### src/rtl/uart_dbg_pkg.sv
// uart_dbg_pkg: shared state encoding and protocol byte constants for the UART debug bus master.
package uart_dbg_pkg;
  typedef enum logic [2:0] {IDLE, ADDR, DATA, HOLD, ACCESS, RDWAIT, RESP, TXWAIT} state_e;
  localparam logic [7:0] CMD_WRITE = 8'h57;
  localparam logic [7:0] CMD_READ  = 8'h52;
  localparam logic [7:0] RSP_ACK   = 8'h4B;
  localparam logic [7:0] RSP_ERR   = 8'h3F;
endpackage

### src/rtl/uart_dbg_timeout.sv
// uart_dbg_timeout: inter-byte timeout counter; expired_o pulses after TIMEOUT_CYCLES enabled cycles without a clear.
module uart_dbg_timeout #(
  parameter int unsigned TIMEOUT_CYCLES = 1200000
) (
  input  logic clk,
  input  logic reset,
  input  logic clr_i,
  input  logic en_i,
  output logic expired_o
);
  localparam int W = $clog2(TIMEOUT_CYCLES + 1);
  logic [W-1:0] cnt_q;
  assign expired_o = en_i && cnt_q == W'(TIMEOUT_CYCLES - 1);
  always_ff @(posedge clk or posedge reset)
    if (reset) cnt_q <= '0;
    else if (clr_i) cnt_q <= '0;
    else if (en_i) cnt_q <= cnt_q + 1'b1;
endmodule

### src/rtl/uart_bus_master.sv
// uart_bus_master: decodes 'W'/'R' commands from the UART byte stream, performs one 32-bit bus access
// under a CPU hold grant, and replies with 'K', read data, or '?' through the UART transmitter.
module uart_bus_master
  import uart_dbg_pkg::*;
#(
  parameter int unsigned TIMEOUT_CYCLES = 1200000,
  parameter int unsigned RD_LATENCY     = 1
) (
  input  logic        clk,
  input  logic        reset,
  input  logic        rx_ready,
  input  logic [7:0]  rx_data,
  output logic        tx_write,
  output logic [7:0]  tx_data,
  input  logic        tx_finished,
  output logic        hold_req,
  input  logic        hold_gnt,
  output logic        bus_req,
  output logic        bus_wren,
  output logic [31:0] bus_addr,
  output logic [31:0] bus_wdata,
  input  logic [31:0] bus_rdata,
  output logic        busy,
  output logic        overrun
);
  state_e      state_q;
  logic        op_wr_q, hold_req_q, bus_req_q, bus_wren_q, tx_write_q, overrun_q;
  logic [1:0]  cnt_q, lat_q, rsp_left_q;
  logic [31:0] addr_q, wdata_q, rsp_q;
  logic        rx_phase, expired;
  assign rx_phase  = state_q == ADDR || state_q == DATA;
  assign tx_write  = tx_write_q;
  assign tx_data   = rsp_q[7:0];
  assign hold_req  = hold_req_q;
  assign bus_req   = bus_req_q;
  assign bus_wren  = bus_wren_q;
  assign bus_addr  = addr_q;
  assign bus_wdata = wdata_q;
  assign busy      = state_q != IDLE;
  assign overrun   = overrun_q;
  uart_dbg_timeout #(.TIMEOUT_CYCLES(TIMEOUT_CYCLES)) u_timeout (
    .clk(clk), .reset(reset), .clr_i(rx_ready || !rx_phase), .en_i(rx_phase), .expired_o(expired)
  );
  always_ff @(posedge clk or posedge reset)
    if (reset) begin
      state_q    <= IDLE;
      op_wr_q    <= 1'b0;
      hold_req_q <= 1'b0;
      bus_req_q  <= 1'b0;
      bus_wren_q <= 1'b0;
      tx_write_q <= 1'b0;
      overrun_q  <= 1'b0;
      cnt_q      <= '0;
      lat_q      <= '0;
      rsp_left_q <= '0;
      addr_q     <= '0;
      wdata_q    <= '0;
      rsp_q      <= '0;
    end else begin
      tx_write_q <= 1'b0;
      bus_req_q  <= 1'b0;
      bus_wren_q <= 1'b0;
      if (rx_ready && state_q inside {HOLD, ACCESS, RDWAIT, RESP, TXWAIT}) overrun_q <= 1'b1;
      case (state_q)
        IDLE: if (rx_ready) begin
          op_wr_q    <= rx_data == CMD_WRITE;
          cnt_q      <= '0;
          rsp_q      <= {24'd0, RSP_ERR};
          rsp_left_q <= '0;
          state_q    <= (rx_data == CMD_WRITE || rx_data == CMD_READ) ? ADDR : RESP;
        end
        // Address low bits are dropped on every shift so bus_addr is always word aligned.
        ADDR: if (expired) state_q <= IDLE;
        else if (rx_ready) begin
          addr_q <= {rx_data, addr_q[31:10], 2'b00};
          cnt_q  <= cnt_q + 2'd1;
          if (cnt_q == 2'd3) begin
            state_q    <= op_wr_q ? DATA : HOLD;
            hold_req_q <= !op_wr_q;
          end
        end
        DATA: if (expired) state_q <= IDLE;
        else if (rx_ready) begin
          wdata_q <= {rx_data, wdata_q[31:8]};
          cnt_q   <= cnt_q + 2'd1;
          if (cnt_q == 2'd3) begin
            state_q    <= HOLD;
            hold_req_q <= 1'b1;
          end
        end
        HOLD: if (hold_gnt) begin
          state_q    <= ACCESS;
          bus_req_q  <= 1'b1;
          bus_wren_q <= op_wr_q;
        end
        ACCESS: begin
          lat_q      <= '0;
          rsp_q      <= {24'd0, RSP_ACK};
          rsp_left_q <= '0;
          hold_req_q <= !op_wr_q;
          state_q    <= op_wr_q ? RESP : RDWAIT;
        end
        RDWAIT: if (lat_q == 2'(RD_LATENCY - 1)) begin
          rsp_q      <= bus_rdata;
          rsp_left_q <= 2'd3;
          hold_req_q <= 1'b0;
          state_q    <= RESP;
        end else lat_q <= lat_q + 2'd1;
        RESP: begin
          tx_write_q <= 1'b1;
          state_q    <= TXWAIT;
        end
        TXWAIT: if (tx_finished) begin
          rsp_q      <= rsp_q >> 8;
          rsp_left_q <= rsp_left_q - 2'd1;
          state_q    <= rsp_left_q != 2'd0 ? RESP : IDLE;
        end
        default: state_q <= IDLE;
      endcase
    end
endmodule

### config.mk
export PLATFORM = sky130hd
export DESIGN_NAME = uart_bus_master
export DESIGN_NICKNAME = d
export VERILOG_FILES = /design/src/rtl/uart_dbg_pkg.sv /design/src/rtl/uart_dbg_timeout.sv /design/src/rtl/uart_bus_master.sv
export SDC_FILE = /design/constraint.sdc
export NUM_CORES = 1
export LEC_CHECK = 0
export BUFFER_PORTS_ARGS = -buffer_cell sky130_fd_sc_hd__buf_4
export CAP_MARGIN = 20
export CORE_MARGIN = 1.5
export CORE_UTILIZATION = 55
export DETAILED_ROUTE_END_ITERATION = 10
export GPL_ROUTABILITY_DRIVEN = 0
export PLACE_DENSITY = 0.8
export SETUP_SLACK_MARGIN = 0.1
export SLEW_MARGIN = 20
export SYNTH_ARGS = -nofsm -noshare
export SYNTH_HDL_FRONTEND = slang
export SYNTH_SLANG_ARGS = --single-unit
### constraint.sdc
create_clock -name clk -period 6.94 [get_ports clk]
set_input_delay 2.082 -clock clk [delete_from_list [all_inputs] [get_ports clk]]
set_output_delay 2.082 -clock clk [all_outputs]
set_load 0.01 [all_outputs]
==> tab_implementation.tex, run 1 <==
\begin{tabular}{lr}
\hline
Metric & Value \\
\hline
\multicolumn{2}{l}{\textbf{Setup path}} \\
\quad Launching instance or port of the critical path & state\_q[0] \\
\quad Critical Path End Type & output port \\
\quad CP delay by family, top & flip-flops \\
\quad Maximum fanout along the worst path & 24 \\
\quad CP bufs+invs & 2 \\
\quad Critical path, cell by cell & nor3\_1 -> inv\_1 -> buf\_4 \\
\quad Launching point of the worst reg2reg path & u\_timeout.cnt\_q[7] \\
\quad Required time reported for the critical path endpoint & 4.86 ns \\
\quad Slowest CP cell & dfrtp\_1 \\
\quad Arr. time, crit path & about 1.8 ns \\
\quad Critical setup path kind & register to output port \\
\quad Crit start category & register \\
\quad Worst stage delay on the critical path & 0.65 ns \\
\multicolumn{2}{l}{\textbf{Clock tree}} \\
\quad Resize count post-CTS & 0 \\
\quad Cts-stage hold buffer count & 0 \\
\quad TritonCTS clock tree & built \\
\quad CTS max path bufs & 2 \\
\quad Clock slew at the register clock pins of the worst setup and hold paths & 0.06 ns \\
\quad H-tree depth reported by CTS & 4 \\
\quad Skew-Pair Late Insertion Delay & around 0.52 ns \\
\quad Num CTS Buffers & 17 \\
\quad Setup bufs post-CTS & 0 \\
\quad Number of clock sinks seen by CTS & 130 \\
\quad Root cell of the clock tree & clkbuf\_8 \\
\multicolumn{2}{l}{\textbf{GRT}} \\
\quad Overflow left after global routing & 0 \\
\quad Via count of the first global-routing pass & 4307 \\
\quad Largest net degree at the start of global routing & between 60 and 70 \\
\quad GRT Total Usage & 0.239 \\
\quad Wire length of the first global-routing pass & 21000 um \\
\quad Initial antenna violation count & 0 \\
\multicolumn{2}{l}{\textbf{Detailed routing}} \\
\quad Mean routed wirelength per cell & approximately 16 um \\
\quad DR pass1 iterations & 5 \\
\quad Detailed router's first-iteration violation count & 327 \\
\quad Post-DR vias/cell & about 5.6 \\
\quad Routed Antenna Nets & 0 \\
\quad Post-Route WL & 12600 um \\
\quad Routed vias & 4319 \\
\quad Residual DRC count & 0 \\
\multicolumn{2}{l}{\textbf{Pwr}} \\
\quad Switching power total & 1.16 mW \\
\quad Fraction of power consumed by sequential logic & 0.377 \\
\quad Cell Pwr Density & roughly 460 nW/um\^{}2 \\
\quad Leakage power summed over all cells & $\sim$3.4 nW \\
\quad Sw frac & 0.340 \\
\quad Total power & 3.42 mW \\
\quad Clk pwr share & 0.268 \\
\quad Power Internal & 2.25 mW \\
\quad Max VDD drop & 0.225 mV \\
\quad Fraction of power consumed by combinational cells & 0.355 \\
\multicolumn{2}{l}{\textbf{Floorplanning}} \\
\quad Die span in x & 106 um \\
\quad Floorplan die height & 106 um \\
\quad Standard cell core area & 10300 sq um \\
\quad Io pins & 123 \\
\quad Starting Density & 0.569 \\
\quad Row count & 37 \\
\quad Die area & between 10000 and 15000 sq um \\
\multicolumn{2}{l}{\textbf{Place}} \\
\quad Count of input and output buffers & 120 \\
\quad Setup slack after placement & approximately 3.0 ns \\
\quad Placed wire-length estimate after detailed placement & 8320 um \\
\multicolumn{2}{l}{\textbf{Synthesis}} \\
\quad Post-synth EDFFs & 0 \\
\quad Gate count of the mapped netlist & 520 \\
\quad Total of warnings raised by yosys & 0 \\
\quad Mapped Area & 5870 sq um \\
\quad Most used flip-flop cell after synthesis & dfrtp\_1 \\
\quad Netlist cell types & 56 \\
\quad Number of register bits inferred by synthesis & 130 \\
\quad Proportion of synthesized flip-flops having asynchronous set or reset & 1.00 \\
\quad Part of the Yosys area used for sequential elements & 0.554 \\
\quad Mean area per synthesized cell & 11.3 sq um \\
\multicolumn{2}{l}{\textbf{Timing}} \\
\quad Final hold violation count & 0 \\
\quad Worst clock skew & roughly 0.0094 ns \\
\quad RSZ-0062 raised after global routing & false \\
\quad Max-slew violation total from the final report & 0 \\
\quad Tightest Pin Transition & 1.06 ns \\
\quad Min cycle time layout & slightly below 4 ns \\
\quad Part of the cycle the worst path needs & 0.558 \\
\quad Final Setup Violations & 0 \\
\quad Aggregate negative setup slack & 0 ns \\
\quad Slew HR & 0.294 \\
\quad Achievable Freq & 258 MHz \\
\quad Setup ws final & 3.07 ns \\
\multicolumn{2}{l}{\textbf{Layout}} \\
\quad Fillcell total & 697 \\
\quad Area grow syn2layout & 25.8\% \\
\quad Final core area utilization & 0.716 \\
\quad Antenna diode count & 0 \\
\quad Proportion of layout cells with a drive suffix above 1 & 0.356 \\
\quad Layout net count & a little under 700 \\
\multicolumn{2}{l}{\textbf{Status}} \\
\quad Result of the run & complete, no violations \\
\multicolumn{2}{l}{\textbf{Job}} \\
\quad Number of maximum-capacitance violations & 0 \\
\multicolumn{2}{l}{\textbf{Min path}} \\
\quad Startpoint of the tightest hold check path & overrun \\
\quad Path class of the lowest-slack min-delay path & register to register \\
\hline
\end{tabular}
-- Yosys cell counts, types with 2 or more instances --
cell type / n / area [sq um]
a211oi_1: 3 / 22.5
buf_8: 3 / 45.0
o31ai_1: 2 / 15.0
xnor2_1: 10 / 87.6
a31oi_1: 3 / 18.8
nand4_1: 6 / 37.5
nand2b_1: 3 / 18.8
dfrtp_1: 130 / 3250
inv_1: 15 / 56.3
o21ai_0: 35 / 175
buf_4: 10 / 75.1
xor2_1: 9 / 78.8
a22oi_1: 19 / 143
o22ai_1: 5 / 31.3
nand2_1: 58 / 218
or3_1: 5 / 31.3
and2_1: 4 / 25.0
and3_1: 6 / 37.5
nor2b_1: 6 / 37.5
nor3b_1: 3 / 22.5
nor2_1: 34 / 128
ha_1: 4 / 50.1
a311oi_1: 3 / 26.3
nor3_1: 7 / 35.0
mux2_2: 63 / 709
mux2_1: 3 / 33.8
a21oi_1: 18 / 90.1
nand3_1: 6 / 30.0
buf_6: 3 / 33.8
clkbuf_1: 18 / 67.6
-- area by class of cell --
class / instances / area (sq um) / share of cell area
multi-input cells: 340 / 2350 / 0.318
repair buffers: 123 / 943 / 0.128
clock inverters: 13 / 183 / 0.0247
well taps: 136 / 170 / 0.0230
clock buffers: 19 / 432 / 0.0584
flip-flops and latches: 130 / 3250 / 0.440
inverters: 15 / 58.8 / 0.00796
-- sequential cells by signal, summed over array words and instances, names as in the netlist --
signal / cells
tx_write: 1
state_q: 3
cnt_q: 2
lat_q: 2
bus_wdata: 32
rsp_q: 32
bus_addr: 30
op_wr_q: 1
bus_wren: 1
overrun: 1
hold_req: 1
bus_req: 1
rsp_left_q: 2
u_timeout.cnt_q: 21
-- cell families after synthesis --
| kind of cell | after synthesis | synth area share |
|---|---|---|
| and+or+nand+nor | 149 | 0.127 |
| DFF | 130 | 0.554 |
| AOI/OAI and AO/OA | 99 | 0.105 |
| muxes | 67 | 0.128 |
| buffers and inverters | 51 | 0.0488 |
| xor gates and xnor gates | 19 | 0.0283 |
| adders and majority gates | 4 | 0.00852 |
| other | 1 | 0.000639 |
-- stage by stage --
stage / hold WS (ns) / std cells / area, sq um
finish: 0.471 / 776 / 7390
detailed placement: 0.464 / 744 / 6780
global placement: 0.447 / 742 / 6740
CTS: 0.481 / 776 / 7390
global route: 0.502 / 776 / 7390
floorplan: 0.450 / 521 / 5880
-- cells in the final DEF, fill, tap and decap left out, types with 3 or more instances in the layout --
| cell | Yosys | final |
|---|---|---|
| clkinvlp_4 | 0 | 4 |
| inv_1 | 15 | 14 |
| buf_4 | 10 | 122 |
| mux2_1 | 3 | 3 |
| and2_1 | 4 | 4 |
| dfrtp_1 | 130 | 130 |
| o22ai_1 | 5 | 5 |
| bufinv_16 | 0 | 4 |
| xor2_1 | 9 | 9 |
| nand2_1 | 58 | 58 |
| and3_1 | 6 | 6 |
| clkinv_2 | 0 | 3 |
| a21oi_1 | 18 | 18 |
| nor3b_1 | 3 | 3 |
| a211oi_1 | 3 | 3 |
| nand3_1 | 6 | 6 |
| o21ai_0 | 35 | 35 |
| nand4_1 | 6 | 6 |
| ha_1 | 4 | 4 |
| a22oi_1 | 19 | 19 |
| clkbuf_16 | 0 | 16 |
| mux2_2 | 63 | 63 |
| nand2b_1 | 3 | 3 |
| nor2b_1 | 6 | 6 |
| xnor2_1 | 10 | 10 |
| a311oi_1 | 3 | 3 |
| or3_1 | 5 | 5 |
| nor3_1 | 7 | 7 |
| a31oi_1 | 3 | 3 |
| nor2_1 | 34 | 33 |
-- layer usage --
| layer | global-route usage | share of wire |
|---|---|---|
| met2 | 0.384 | 0.49 |
| met1 | 0.316 | 0.44 |
| met5 | 0 | 0 |
| met4 | 0.0859 | 0.012 |
| met3 | 0.0601 | 0.050 |
-- path summary, 6_finish.rpt --
check / to / slack, ns / cells after the start
worst max-delay path: busy / 3.07 / 3
worst min register to register: overrun / 0.47 / 1
worst max register to register: bus_addr[19] / 4.28 / 5
worst min-delay path: overrun / 0.47 / 1
min in group asynchronous: bus_addr[4] / 1.70 / 2
max in group asynchronous: bus_wdata[14] / 3.92 / 3
-- power groups by stage --
| stage | combinational [mW] | sequential, mW | clock [mW] |
|---|---|---|---|
| floorplan | 0.723 | 1.28 | 0 |
| global placement | 1.14 | 1.27 | 0 |
| detailed placement | 1.20 | 1.29 | 0 |
| CTS | 1.22 | 1.28 | 0.932 |
| global route | 1.33 | 1.33 | 0.969 |
| finish | 1.21 | 1.29 | 0.917 |
Note: power is estimated with default switching activity, not from simulation.
==> run 2, diff against run 1 <==
- clock period: 6.94 -> 3.9 ns (I/O delays scaled with it)
==> run 2 against run 1 <==
  * Flip-flop and latch count unchanged
  * Wire length increased by 1.2%
  * Worst setup slack got worse by 2.1 ns
  * Utilization increased by 0.17 points
  * Largest cell class unchanged
==> tab_implementation.tex, run 2 (synthesized netlist as in run 1, its figures left out) <==
\begin{tabular}{lr}
\hline
Metric & Value \\
\hline
\multicolumn{2}{l}{\textbf{Floorplanning}} \\
\quad Die span in x & 106 um (unchanged) \\
\quad Floorplan die height & 106 um (unchanged) \\
\quad Standard cell core area & 10300 sq um (unchanged) \\
\quad Row count & 37 (unchanged) \\
\quad Die area & 11300 sq um (unchanged) \\
\quad Starting Density & 0.569 (unchanged) \\
\quad Io pins & 123 (unchanged) \\
\multicolumn{2}{l}{\textbf{Timing}} \\
\quad Achievable Freq & about 340 MHz \\
\quad RSZ-0062 raised after global routing & false \\
\quad Aggregate negative setup slack & 0 ns (unchanged) \\
\quad Final Setup Violations & 0 (unchanged) \\
\quad Worst clock skew & 0.00776 ns (-0.00167 ns) \\
\quad Part of the cycle the worst path needs & 0.757 \\
\quad Min cycle time layout & 2.95 ns \\
\quad Tightest Pin Transition & 0.988 ns (-0.0694 ns) \\
\quad Max-slew violation total from the final report & 0 (unchanged) \\
\quad Final hold violation count & 0 (unchanged) \\
\quad Slew HR & 0.341 (+0.0463) \\
\multicolumn{2}{l}{\textbf{Min path}} \\
\quad Worst Hold Path Cells & 1 (unchanged) \\
\quad Path class of the lowest-slack min-delay path & register to register \\
\multicolumn{2}{l}{\textbf{Setup path}} \\
\quad Critical setup path kind & register to output port \\
\quad Crit start category & register \\
\quad Count of cells along the worst register-to-register path & 5 (unchanged) \\
\quad Critical Path End Type & output port \\
\quad Arr. time, crit path & 1.78 ns (about the same) \\
\quad Worst R2R Setup Slack & 1.26 ns (-3.02 ns) \\
\quad Maximum fanout along the worst path & 24 (unchanged) \\
\quad Required time reported for the critical path endpoint & 2.73 ns (-2.13 ns) \\
\multicolumn{2}{l}{\textbf{Clock tree}} \\
\quad Clock slew at the register clock pins of the worst setup and hold paths & 0.06 ns (about the same) \\
\quad Number of clock sinks seen by CTS & 130 (unchanged) \\
\quad Cts-stage hold buffer count & 0 (unchanged) \\
\quad Setup bufs post-CTS & 0 (unchanged) \\
\quad Root cell of the clock tree & clkbuf\_8 \\
\quad TritonCTS clock tree & built \\
\quad Num CTS Buffers & 17 (unchanged) \\
\quad Skew-Pair Late Insertion Delay & 0.52 ns (about the same) \\
\quad CTS max path bufs & 2 (unchanged) \\
\quad H-tree depth reported by CTS & 4 (unchanged) \\
\quad Resize count post-CTS & 0 (unchanged) \\
\multicolumn{2}{l}{\textbf{Layout}} \\
\quad Highest-count cells in the layout ignoring fill and taps & 130 x dfrtp\_1, 124 x buf\_4, 63 x mux2\_2 \\
\quad Fillcell total & 717 (+2.9\%) \\
\quad Area grow syn2layout & 26.1\% \\
\quad Proportion of layout cells with a drive suffix above 1 & 0.361 (+0.00456) \\
\quad Layout net count & 679 (+0.44\%) \\
\quad Most common library cell in the layout ignoring fill and taps & dfrtp\_1 \\
\quad Design area & 7410 sq um (+0.24\%) \\
\quad Antenna diode count & 0 (unchanged) \\
\multicolumn{2}{l}{\textbf{Detailed routing}} \\
\quad Routed Antenna Nets & 0 (unchanged) \\
\quad Post-DR vias/cell & 5.59 (+0.51\%) \\
\quad Routed vias & 4358 (+0.90\%) \\
\quad Post-Route WL & 12800 um (+1.2\%) \\
\quad Detailed router's first-iteration violation count & 425 (+30\%) \\
\quad Residual DRC count & 0 (unchanged) \\
\quad Mean routed wirelength per cell & 16.4 um (+0.78\%) \\
\quad DR pass1 iterations & 5 (unchanged) \\
\multicolumn{2}{l}{\textbf{Pwr}} \\
\quad Leakage power summed over all cells & 3.40 nW (+0.24\%) \\
\quad Power Internal & 3.93 mW (+74\%) \\
\quad Fraction of power consumed by combinational cells & 0.358 (+0.003) \\
\quad Fraction of power consumed by sequential logic & 0.377 (about the same) \\
\quad Clk pwr share & 0.265 (-0.003) \\
\quad Sw frac & 0.348 (+0.00728) \\
\quad Max VDD drop & 0.474 mV (+110\%) \\
\quad Switching power total & 2.10 mW (+80\%) \\
\quad Cell Pwr Density & 814 nW/um\^{}2 (+76\%) \\
\multicolumn{2}{l}{\textbf{GRT}} \\
\quad Initial antenna violation count & 0 (unchanged) \\
\quad Via count of the first global-routing pass & 4206 (-2.3\%) \\
\quad Largest net degree at the start of global routing & 49 (-28\%) \\
\quad Overflow left after global routing & 0 (unchanged) \\
\quad GRT Total Usage & 0.241 (+0.00196) \\
\quad Wire length of the first global-routing pass & 21300 um (+1.4\%) \\
\multicolumn{2}{l}{\textbf{Place}} \\
\quad Placed wire-length estimate after detailed placement & 8530 um (+2.5\%) \\
\quad Count of input and output buffers & 120 (unchanged) \\
\quad Placed Area & 6810 sq um (+0.42\%) \\
\multicolumn{2}{l}{\textbf{Job}} \\
\quad Number of maximum-capacitance violations & 0 (unchanged) \\
\multicolumn{2}{l}{\textbf{Status}} \\
\quad Result of the run & complete, no violations \\
\hline
\end{tabular}
==> run 2: path summary, 6_finish.rpt <==
kind	end	from
worst max register to register	rsp_q[4]	state_q[1]
min in group asynchronous	bus_addr[30]	reset
worst min register to register	overrun	overrun
worst max-delay path	busy	state_q[1]
worst min-delay path	overrun	overrun
max in group asynchronous	rsp_q[2]	reset
==> run 2: layer usage <==
metal	wire [um]	share of wire	GRT usage	up-vias
li1	-	-	-	2045
met4	156	0.012	0.0830	0
met2	6350	0.50	0.377	158
met5	0	0	0	-
met1	5410	0.42	0.325	2136
met3	840	0.066	0.0674	19
==> run 2: worst max-delay path, stage by stage, from the launching register on <==
cell and delay (ns):
dfrtp_1 0.65, nor3_1 0.39, inv_1 0.07, buf_4 0.16
==> run 2: metrics by stage <==
stage,worst slack (ns),instances,total power [mW],util,hold WS (ns)
6_report,0.948,779,6.03,0.718,0.464
5_1_grt,0.753,779,6.40,0.718,0.500
3_5_place_dp,0.994,747,4.42,0.659,0.452
4_1_cts,0.939,779,6.07,0.718,0.470
2_1_floorplan,1.12,521,3.57,-,0.450
3_3_place_gp,1.03,747,4.32,0.659,0.446
==> run 2: layout make-up <==
cell class,count,area (sq um),area share
repair buffers,126,971,0.131
clock inverters,14,175,0.0236
well taps,136,170,0.0230
inverters,15,60.1,0.00811
clock buffers,18,428,0.0578
flip-flops and latches,130,3250,0.439
multi-input cells,340,2350,0.317
==> run 2: power by group through the flow <==
stage               combinational (mW)  clock, mW  sequential, mW
CTS                               2.17       1.63            2.27
floorplan                         1.29          0            2.28
global placement                  2.08          0            2.25
finish                            2.16       1.60            2.27
detailed placement                2.14          0            2.28
global route                      2.35       1.70            2.34
